## config.mk

```make
export PLATFORM = sky130hd
export DESIGN_NAME = route_stage_sequencer
export DESIGN_NICKNAME = d
export VERILOG_FILES = /design/src/rtl/route_stage_sequencer.sv
export SDC_FILE = /design/constraint.sdc
export NUM_CORES = 1
export LEC_CHECK = 0
export CAP_MARGIN = 20
export CORE_AREA = 5 5 107 109
export DETAILED_ROUTE_END_ITERATION = 8
export DIE_AREA = 0 0 112 114
export GPL_ROUTABILITY_DRIVEN = 0
export GPL_TIMING_DRIVEN = 0
export PLACE_DENSITY_LB_ADDON = 0.3
export REMOVE_ABC_BUFFERS = 1
export SLEW_MARGIN = 20
export SYNTH_ARGS = -nofsm -noshare
export SYNTH_HDL_FRONTEND = slang
export SYNTH_SLANG_ARGS = --single-unit
```

## constraint.sdc

```tcl
create_clock -name clock -period 4.8 [get_ports clock]
set_input_delay 0.96 -clock clock [delete_from_list [all_inputs] [get_ports clock]]
set_output_delay 0.96 -clock clock [all_outputs]
set_load 0.01 [all_outputs]
```

## src/rtl/route_stage_sequencer.sv

```systemverilog
// Walks a packet through NSTAGE pipeline stages one at a time, handing the
// shared memory port to whichever stage is currently active.
module route_stage_sequencer #(
  parameter int NSTAGE  = 8,
  parameter int ADDR_W  = 11,
  parameter int DATA_W  = 16,
  parameter int TIMEOUT = 1023
) (
  input  logic                     clock,
  input  logic                     nrst,
  input  logic                     en,
  input  logic                     isAggregated,
  input  logic [NSTAGE-1:0]        stage_done,
  input  logic [NSTAGE-1:0]        stage_exit,
  input  logic [NSTAGE*ADDR_W-1:0] stage_addr,
  input  logic [NSTAGE-1:0]        stage_wren,
  input  logic [NSTAGE*DATA_W-1:0] stage_wdata,
  output logic [NSTAGE-1:0]        stage_start,
  output logic [ADDR_W-1:0]        address,
  output logic                     wr_en,
  output logic [DATA_W-1:0]        mem_data_in,
  output logic [2:0]               active_stage,
  output logic                     busy,
  output logic                     done,
  output logic                     forAggregation,
  output logic                     timeout_err
);

  localparam int WD_W = (TIMEOUT < 1) ? 1 : $clog2(TIMEOUT + 1);
  localparam logic [WD_W-1:0] WD_LIMIT   = WD_W'(TIMEOUT);
  localparam logic [2:0]      LAST_STAGE = 3'(NSTAGE - 1);

  localparam logic [2:0] S_IDLE   = 3'd0;
  localparam logic [2:0] S_START  = 3'd1;
  localparam logic [2:0] S_RUN    = 3'd2;
  localparam logic [2:0] S_FINISH = 3'd3;
  localparam logic [2:0] S_ABORT  = 3'd4;

  logic [2:0]      state_q, state_d;
  logic [2:0]      activeStage_q, activeStage_d;
  logic [WD_W-1:0] watchdog_q, watchdog_d;
  logic            forAgg_q, forAgg_d;
  logic            timeoutErr_q, timeoutErr_d;

  logic [ADDR_W-1:0] stageAddrArr  [NSTAGE];
  logic [DATA_W-1:0] stageWdataArr [NSTAGE];

  for (genvar g = 0; g < NSTAGE; g++) begin : gUnpack
    assign stageAddrArr[g]  = stage_addr[g*ADDR_W +: ADDR_W];
    assign stageWdataArr[g] = stage_wdata[g*DATA_W +: DATA_W];
  end

  logic            stageHit;
  logic            stageExitHit;
  logic            portOwned;
  logic [WD_W-1:0] watchdogInc;
  logic            watchdogExpired;

  assign stageHit     = stage_done[activeStage_q];
  assign stageExitHit = stage_exit[activeStage_q];
  assign portOwned    = (state_q == S_START) || (state_q == S_RUN);

  // Saturating so a stalled stage can never wrap back below the limit.
  assign watchdogInc     = (watchdog_q == WD_LIMIT) ? watchdog_q : watchdog_q + 1'b1;
  assign watchdogExpired = (watchdogInc == WD_LIMIT);

  always_comb begin
    state_d       = state_q;
    activeStage_d = activeStage_q;
    watchdog_d    = watchdog_q;
    forAgg_d      = forAgg_q;
    timeoutErr_d  = timeoutErr_q;
    case (state_q)
      S_IDLE: begin
        if (en) begin
          state_d       = S_START;
          activeStage_d = 3'd0;
          forAgg_d      = 1'b0;
          timeoutErr_d  = 1'b0;
        end
      end
      S_START: begin
        watchdog_d = '0;
        state_d    = S_RUN;
      end
      S_RUN: begin
        watchdog_d = watchdogInc;
        // A completing stage takes priority over a watchdog expiring on the same cycle.
        if (stageHit) begin
          if (stageExitHit) begin
            state_d  = S_FINISH;
            forAgg_d = 1'b1;
          end else if ((activeStage_q == 3'd0) && isAggregated) begin
            state_d  = S_FINISH;
            forAgg_d = 1'b0;
          end else if (activeStage_q == LAST_STAGE) begin
            state_d = S_FINISH;
          end else begin
            state_d       = S_START;
            activeStage_d = activeStage_q + 3'd1;
          end
        end else if (watchdogExpired) begin
          state_d      = S_ABORT;
          timeoutErr_d = 1'b1;
        end
      end
      S_FINISH: state_d = S_IDLE;
      S_ABORT:  state_d = S_IDLE;
      default:  state_d = S_IDLE;
    endcase
  end

  always_ff @(posedge clock) begin
    if (!nrst) begin
      state_q       <= S_IDLE;
      activeStage_q <= 3'd0;
      watchdog_q    <= '0;
      forAgg_q      <= 1'b0;
      timeoutErr_q  <= 1'b0;
    end else begin
      state_q       <= state_d;
      activeStage_q <= activeStage_d;
      watchdog_q    <= watchdog_d;
      forAgg_q      <= forAgg_d;
      timeoutErr_q  <= timeoutErr_d;
    end
  end

  always_comb begin
    stage_start = '0;
    if (state_q == S_START) stage_start[activeStage_q] = 1'b1;
  end

  always_comb begin
    address     = '0;
    wr_en       = 1'b0;
    mem_data_in = '0;
    if (portOwned) begin
      address     = stageAddrArr[activeStage_q];
      wr_en       = stage_wren[activeStage_q];
      mem_data_in = stageWdataArr[activeStage_q];
    end
  end

  assign active_stage   = activeStage_q;
  assign busy           = (state_q != S_IDLE);
  assign done           = (state_q == S_FINISH) || (state_q == S_ABORT);
  assign forAggregation = forAgg_q;
  assign timeout_err    = timeoutErr_q;

endmodule

```

-- Word level (Yosys, flattened, before mapping)
Index checks and enable logic that the tools add are counted.
- logic and storage cells: 81
- bits in read-only memories: 0
- register bits after elaboration: 18
- latch bits: 0
- memories kept: 0
- RAM bits: 0
- equality and inequality tests: 16
- shifts and indexed selects: 0
- $mul: 0
- divide/modulo/power cells: 0
- reductions and logical operators: 13
- add/subtract/negate cells: 2
- muxes and demuxes: 41
- bitwise gates (word level): 1
- $lt $le $gt $ge: 3
- operators with widths (kind ; count):
    $bmux 16 s3 ; 1
    $mux 16 ; 3
    $bmux 11 s3 ; 1
    $mux 11 ; 3
    $mux 3 ; 8
    $eq 10x10->1 const B ; 2
    $pmux 10 s2 ; 1
    $ne 2x2->1 const B ; 7
    $mux 1 ; 11
    $add 10x1->10 const B ; 1
    $mux 10 ; 1
    $bmux 1 s3 ; 3
    $pmux 3 s3 ; 1
    $mux 8 ; 1
    $reduce_and 4->1 ; 2
    $eq 3x2->1 const B ; 2
    $eq 3x3->1 const B ; 2
    $logic_not 3->1 ; 2
    $mux 2 ; 3
    $pmux 3 s2 ; 1
    $reduce_and 6->1 ; 1
    $ge 4x4->1 const B ; 1
    $lt 3x4->1 const B ; 1
    $not 3->4 ; 1
    other kinds (12) ; 16

-- Longest topological paths before layout
Gate-level depths: netlist of the first run.
- word-level depth: 6
- gate-level depth with buffers: 9
- depth with buffers taken out: 8

-- Least setup slack after synthesis of the first run
OpenSTA, ideal clock, no wires.
- kind: register -> output
- start: reg activeStage_q[0], in the netlist active_stage[0]
- end: out address[8]
- arrival: 1.917 ns
- path buffers: 3
- slack: 1.923 ns
- required time: 3.840 ns
- cell stages (with the launch flop): 8
- path through: dfxtp_1 -> buf_2 -> inv_2 -> nor3_1 -> clkbuf_1 -> clkbuf_1 -> a22oi_1 -> a31oi_1
- longest elaborated chain between the ends: 5
- ends and longest elaborated chain (item ; RTL line ; source):
    start, declared ; 40 ; logic [2:0] activeStage_q, activeStage_d;
    start signal, assigned ; 122 ; activeStage_q <= activeStage_d;
    $not 3->4 (not written as such) ; 139 ; address = stageAddrArr[activeStage_q];
    $bmux 11 s3 ; 139 ;
    $mux 11 (not written as such) (2 in a row) ; 139 ;
    $mux 11 ; 138 ; if (portOwned) begin
    end, declared ; 19 ; output logic [ADDR_W-1:0] address,
Every way passes these cells. The select of a mux whose other input is x is not followed.

-- Worst setup path after layout of the first run
- start: reg activeStage_q[2], in the netlist active_stage[2]
- end: out mem_data_in[1]
- longest elaborated chain between the ends: 5
- ends and longest elaborated chain (item ; RTL line ; source):
    $not 3->4 (not written as such) ; 141 ; mem_data_in = stageWdataArr[activeStage_q];
    $bmux 16 s3 ; 141 ;
    $mux 16 (not written as such) (2 in a row) ; 141 ;
    $mux 16 ; 138 ;
    end, declared ; 21 ; output logic [DATA_W-1:0] mem_data_in,
Every way passes these cells. The select of a mux whose other input is x is not followed.

==> summary.md, run 1 <==
| Metric | Value |
|---|---|
| TritonRoute pass-1 iters | 5 |
| Relative slew slack | 0.339 |
| Avg WL per Cell | 24.9 um |
| Top Ports | 287 |
| Die W | 112 um |
| Post-CTS setup buffers | 0 |
| Hold path depth | 1 |
| Launch point of the worst reg-to-reg path | active_stage[1]$_SDFFE_PN0P_ |
| Critical Path RT | 3840 ps |
| Number of global-route vias before repair | 4,542 |
| Worst Hold Endpoint | watchdog_q[4]$_SDFFE_PN0N_ |
| DRT antenna net count | 0 |
| DR DRC count | 0 |
| R2R Setup Slk | 2010 ps |
| Port buffer count | 286 |
| #FFs+latches synth | 18 |
| VDD IR-drop max | 0.136 mV |
| Worst Max-Slew Pin Slew | 984 ps |
| Min-delay src | watchdog_q[4]$_SDFFE_PN0N_ |
| Reg2Reg Depth | 8 |
| Share of cells above drive strength 1 | 0.0610 |
| Ys async rst share | 0 |
| Max_cap viols | 0 |
| Outcome | finished, final reports clean |
| Post-synth EDFFs | 0 |
| CTS H-tree lvls | 1 |
| Later-pin clock latency in the skew report | 260 ps |
| Grt ovf | 0 |
| Fin crit period | 4250 ps |
| Starting Density | 0.257 |
| Num CTS Buffers | 3 |
| Resize count post-CTS | 0 |
| Mapped Cells | 359 |
| Final setup violation count | 0 |
| Vias/cell | 6.04 |
| Hold buffers post-CTS | 0 |
| Power Dens Cells | 177 nW/um^2 |
| Yosys warns | 0 |
| Static leakage | 1.95 nW |
| Clock transition at path regs | 70 ps |
| Worst min path class | reg -> reg |
| Largest net degree at the start of global routing | 31 |
| Vias post-DR | 4,614 |
| Die ar. | 12,800 sq um |
| CP Max Fanout | 28 |
| Setup crit end kind | output pin |
| Routed WL | 19.1 mm |
| Synth Area per Inst | 7.52 sq um |
| Synth cell types | 59 |
| Nets | 872 |
| Row cnt | 38 |
| Dpl hpwl | 15.6 mm |
| Worst R2R End | active_stage[2]$_SDFFE_PN0P_ |
| Clock sinks | 18 |
| Ys flop type | dfxtp_1 |
| CTS tree | built |
| Post-synthesis sequential area ratio | 0.133 |
| Die Y | 114 um |
| Area Growth Syn to Fin | 115% |
| Final setup TNS | 0 ps |
| Synthesized area | 2700 sq um |
| Core Region | 10,500 sq um |
| Util after Layout | 0.552 |
| Clock root cell | clkbuf_8 |
| First-pass GRT wire length | 27.9 mm |
| Max Freq | 0.236 GHz |
| Clock Path Buffers | 2 |
| Startpoint Class | flop |
| Initial antenna violation count | 7 |
| Final hold violation count | 0 |
| RSZ-0062 raised after global routing | no |
| Fin crit share | 0.884 |
| GRT Total Usage | 0.282 |
| Final Skew | 3.24 ps |
| Crit Path Category | reg -> out |
| Detailed router's first-iteration violation count | 494 |
| Arrival @ worst endpoint | 3290 ps |
| Pins over their slew limit | 0 |
-- Yosys cell counts (2+ instances only) --
cell / number / area share
a21oi_1: 9 / 0.017
ha_1: 4 / 0.019
nor2b_1: 5 / 0.012
and2_1: 4 / 0.0093
o21ai_1: 4 / 0.0074
nand4_1: 2 / 0.0046
nand2b_1: 3 / 0.0069
nor2_1: 13 / 0.018
inv_1: 5 / 0.0069
and3b_1: 3 / 0.0097
a31oi_1: 28 / 0.065
dfxtp_1: 18 / 0.13
or3_1: 2 / 0.0046
nand3_1: 7 / 0.013
nor3_1: 11 / 0.020
o22ai_1: 2 / 0.0046
a22oi_1: 66 / 0.18
clkbuf_1: 30 / 0.042
a32o_1: 2 / 0.0074
o211ai_1: 2 / 0.0056
mux2i_1: 4 / 0.015
a211oi_1: 3 / 0.0083
a41oi_1: 5 / 0.016
nand2_1: 19 / 0.026
and3_1: 7 / 0.016
buf_2: 6 / 0.011
a22o_1: 26 / 0.084
inv_2: 2 / 0.0028
and4_1: 3 / 0.0097
nor3b_1: 5 / 0.014
o21ai_0: 7 / 0.013
a221oi_1: 24 / 0.078
buf_6: 2 / 0.0083
-- flip-flops by register name (all words and copies together), names as in the netlist --
register	count
active_stage	3
timeout_err	1
forAggregation	1
watchdog_q	10
state_q	3
-- critical path: stages, from the launching register on --
cell and delay, ps:
dfxtp_1 810, nand2_1 280, nor2_4 690, a221oi_1 210, a31oi_1 360, clkdlybuf4s50_1 650
-- worst max path at each step --
stage / cells past startpoint / slack, ps / start / endpoint
floorplan: 4 / 740 / active_stage[1]$_SDFFE_PN0P_ / mem_data_in[3]
global placement: 5 / -1740 / active_stage[1]$_SDFFE_PN0P_ / mem_data_in[1]
detailed placement: 5 / 920 / active_stage[2]$_SDFFE_PN0P_ / address[2]
CTS: 5 / 620 / active_stage[2]$_SDFFE_PN0P_ / address[2]
global route: 5 / 390 / active_stage[2]$_SDFFE_PN0P_ / mem_data_in[1]
finish: 5 / 550 / active_stage[2]$_SDFFE_PN0P_ / mem_data_in[1]
-- per-layer routing --
layer | wire (um) | up-vias | global-route usage
li1 | - | 2039 | -
met1 | 7350 | 2181 | 0.345
met2 | 8840 | 334 | 0.478
met3 | 2290 | 46 | 0.106
met4 | 471 | 14 | 0.0585
met5 | 106 | - | 0
-- stage by stage --
stage | power [W] | area [sq um] | hold WS [ps] | cells | setup WS [ps]
global route | 0.00108 | 5800 | 576 | 763 | 388
detailed placement | 0.000895 | 5740 | 532 | 759 | 917
CTS | 0.00102 | 5800 | 543 | 763 | 625
finish | 0.00103 | 5800 | 548 | 764 | 555
global placement | 0.000852 | 5570 | 517 | 746 | -1740
floorplan | 0.000429 | 2530 | 482 | 320 | 743
-- power breakdown --
group	internal [W]	leakage, nW	switching (W)
clock network	0.0000730	0.0288	0.0000544
logic	0.000410	1.78	0.000309
registers	0.000158	0.146	0.0000235
total	0.000640	1.95	0.000387
-- logic make-up after synthesis --
group                    synth area share
multiplexers                       0.0204
AND/OR/NAND/NOR                     0.193
buffers and inverters              0.0723
flip-flops                          0.133
adder cells (fa/ha/maj)            0.0185
AO/OA/AOI/OAI                       0.559
XOR/XNOR                          0.00324
-- placed cells by master, fill, tap and decap left out, drive strengths merged, types with 2 or more instances in the layout --
cell           Yosys  routed
a22oi             66      66
nand2             19      19
o211ai             2       2
and3               7       7
a41oi              5       5
ha                 4       4
and3b              3       3
a32o               2       2
a211oi             3       3
nand4              2       2
clkdlybuf4s50      0     286
buf                9      13
dfxtp             18      18
o21ai             11      11
a31oi             28      28
a22o              26      26
inv                7       7
nand2b             3       3
nor2              13      13
nor3b              5       5
or3                2       2
mux2i              4       4
o22ai              2       2
and2               4       4
clkbuf            30       4
nand3              7       7
a221oi            25      25
a2111oi            2       2
and4               4       4
o221a              2       2
a21oi             10      10
nor2b              5       5
nor3              13      13
-- cell type report --
cell class | instances | area (sq um)
fill | 962 | 4710
tap | 140 | 175
antenna | 1 | 2.50
sequential | 18 | 360
inverter | 7 | 26.3
clock buffer | 4 | 55.1
multi-input combinational | 295 | 2180
timing repair buffer | 299 | 3000
No activity file was read; power rests on OpenSTA's default activity.
==> inputs of run 2 (changes only) <==
--- a/config.mk
+++ b/config.mk
@@ -6,11 +6,13 @@
 export NUM_CORES = 1
 export LEC_CHECK = 0
 export CAP_MARGIN = 20
-export CORE_AREA = 5 5 107 109
+export CORE_AREA = 5 5 108 110
 export DETAILED_ROUTE_END_ITERATION = 8
-export DIE_AREA = 0 0 112 114
+export DIE_AREA = 0 0 113 115
+export DONT_BUFFER_PORTS = 1
 export GPL_ROUTABILITY_DRIVEN = 0
 export GPL_TIMING_DRIVEN = 0
+export HOLD_SLACK_MARGIN = 0.12
 export PLACE_DENSITY_LB_ADDON = 0.3
 export REMOVE_ABC_BUFFERS = 1
 export SLEW_MARGIN = 20
==> run 2 against run 1 <==
Sequential power about the same. Count of clock-buffer cells in the layout unchanged. Highest routed layer unchanged. Maximum frequency up 9.4%. Sequential share of layout area up 6.2 points. Via count down 27%. Power down 34%.
==> summary.md, run 2 (synthesized netlist as in run 1, its figures left out) <==
| Metric | Value |
|---|---|
| Max_cap viols | 0 (unchanged) |
| TritonRoute pass-1 iters | 5 (unchanged) |
| Outcome | finished, final reports clean |
| Top Ports | 287 (unchanged) |
| First-pass GRT wire length | 20.4 mm (-27%) |
| Power Dens Cells | 232 nW/um^2 (+31%) |
| Max reg flops | 10 (unchanged) |
| Clock root cell | clkbuf_8 |
| Fin crit period | 3880 ps (-363 ps) |
| Fin crit share | 0.809 (-0.0756) |
| Max Freq | 0.258 GHz (+9.4%) |
| Most common cell after layout, fill and taps aside | a22oi_1 |
| Util after Layout | 0.274 (-0.278) |
| CP startpoint | active_stage[1]$_SDFFE_PN0P_ |
| GRT Total Usage | 0.203 (-0.0791) |
| Area Growth Syn to Fin | 7.36% |
| Number of global-route vias before repair | 3,300 (-27%) |
| Fillers | 1,184 (+23%) |
| CP Max Fanout | 17 (-39%) |
| Area of the multi-input gates | 2180 sq um (unchanged) |
| DR DRC count | 0 (unchanged) |
| Top reg by flops | watchdog_q |
| Initial antenna violation count | 5 (-2) |
| Num CTS Buffers | 3 (unchanged) |
| Arrival @ worst endpoint | 2920 ps (-370 ps) |
| Hold buffers post-CTS | 0 (unchanged) |
| Clock transition at path regs | 80 ps (about the same) |
| Final hold violation count | 0 (unchanged) |
| Worst Setup EP | mem_data_in[1] |
| Die W | 113 um (+0.89%) |
| DRT antenna net count | 0 (unchanged) |
| Critical Path RT | 3840 ps (about the same) |
| Vias post-DR | 3,390 (-27%) |
| Starting Density | 0.255 (-0.00231) |
| Detailed router's first-iteration violation count | 378 (-23%) |
| Commonest cells after routing, fill and taps aside | a22oi_1 (66), a31oi_1 (28), a22o_1 (26) |
| Die ar. | 13,000 sq um (+1.8%) |
| Vias/cell | 7.12 (+18%) |
| CTS H-tree lvls | 1 (unchanged) |
| Clock sinks | 18 (unchanged) |
| FF+latch area | 360 sq um (unchanged) |
| Die Y | 115 um (+0.88%) |
| Final std cells w/o fill | 476 (-38%) |
| Grt ovf | 0 (unchanged) |
| Startpoint Class | flop |
| Final setup violation count | 0 (unchanged) |
| Worst min path class | reg -> reg |
| Core Region | 10,600 sq um (+0.91%) |
| Share of cells above drive strength 1 | 0.102 (+0.0411) |
| Clock Path Buffers | 2 (unchanged) |
| Setup crit end kind | output pin |
| Relative slew slack | 0.343 (+0.00460) |
| Crit Path Category | reg -> out |
| Post-CTS setup buffers | 0 (unchanged) |
| Final Skew | 7.70 ps (+4.47 ps) |
| Avg WL per Cell | 30.7 um (+23%) |
| Port buffer count | 0 (-100%) |
| RSZ-0062 raised after global routing | no |
| Static leakage | 0.829 nW (-58%) |
| R2R Setup Slk | 1940 ps (-70 ps) |
| Row cnt | 38 (unchanged) |
| Worst Max-Slew Pin Slew | 977 ps (-6.85 ps) |
| Reg2Reg Depth | 8 (unchanged) |
| Dpl hpwl | 11.9 mm (-24%) |
| Worst R2R End | active_stage[2]$_SDFFE_PN0P_ |
| Later-pin clock latency in the skew report | 260 ps (about the same) |
| CTS tree | built |
| Nets | 582 (-33%) |
| Routed WL | 14.6 mm (-23%) |
| VDD IR-drop max | 0.148 mV (+8.7%) |
| Resize count post-CTS | 0 (unchanged) |
| Largest net degree at the start of global routing | 31 (unchanged) |
| Pins over their slew limit | 0 (unchanged) |
| Launch point of the worst reg-to-reg path | active_stage[1]$_SDFFE_PN0P_ |
| Cells after DPL | 469 (-38%) |
-- run 2: power by group --
group | leakage [nW] | switching [W] | internal, W | total (W)
clock | 0.0288 | 0.0000534 | 0.0000729 | 0.000126
combinational | 0.655 | 0.000230 | 0.000133 | 0.000363
sequential | 0.146 | 0.0000268 | 0.000158 | 0.000184
total | 0.829 | 0.000310 | 0.000364 | 0.000674
-- run 2: worst min-delay path by stage --
stage	from	endpoint	slack, ps	cells past startpoint
after CTS	watchdog_q[4]$_SDFFE_PN0N_	watchdog_q[4]$_SDFFE_PN0N_	550	1
after global routing	watchdog_q[4]$_SDFFE_PN0N_	watchdog_q[4]$_SDFFE_PN0N_	570	1
after detailed placement	watchdog_q[4]$_SDFFE_PN0N_	watchdog_q[4]$_SDFFE_PN0N_	530	1
final	watchdog_q[4]$_SDFFE_PN0N_	watchdog_q[4]$_SDFFE_PN0N_	560	1
after floorplan	watchdog_q[9]$_SDFFE_PN0N_	watchdog_q[9]$_SDFFE_PN0N_	480	1
after global placement	watchdog_q[4]$_SDFFE_PN0N_	watchdog_q[4]$_SDFFE_PN0N_	520	1
-- run 2: per-stage QoR --
stage               setup slack, ps  power (W)  hold WS, ps  setup TNS (ps)  instance area [sq um]
global route                    778   0.000717          575               0                   2890
CTS                             929   0.000674          554               0                   2890
floorplan                       743   0.000429          482               0                   2530
finish                          918   0.000674          555               0                   2900
global placement              -1110   0.000514          522          -25040                   2710
detailed placement             1220   0.000545          526               0                   2840
-- run 2: final cells by class --
type | count | area share
multi-input cells | 295 | 0.753
flip-flops and latches | 18 | 0.124
well taps | 140 | 0.0604
repair buffers | 9 | 0.0315
clock buffers | 4 | 0.0190
inverters | 7 | 0.00906
diodes | 3 | 0.00259
-- run 2: critical path, cell delays in order, from the launching register on --
cell and delay (ps):
dfxtp_1 800, nor3b_2 750, buf_6 260, buf_4 220, a22o_1 170, a221oi_1 50
a31oi_1 400
-- run 2: per-layer routing --
| metal | wire (um) | share of wire | vias to the layer above | global-route usage |
|---|---|---|---|---|
| li1 | - | - | 1457 | - |
| met1 | 5570 | 0.38 | 1642 | 0.245 |
| met2 | 6720 | 0.46 | 267 | 0.344 |
| met3 | 2090 | 0.14 | 18 | 0.0884 |
| met4 | 180 | 0.012 | 6 | 0.0321 |
| met5 | 47 | 0.0032 | - | 0 |
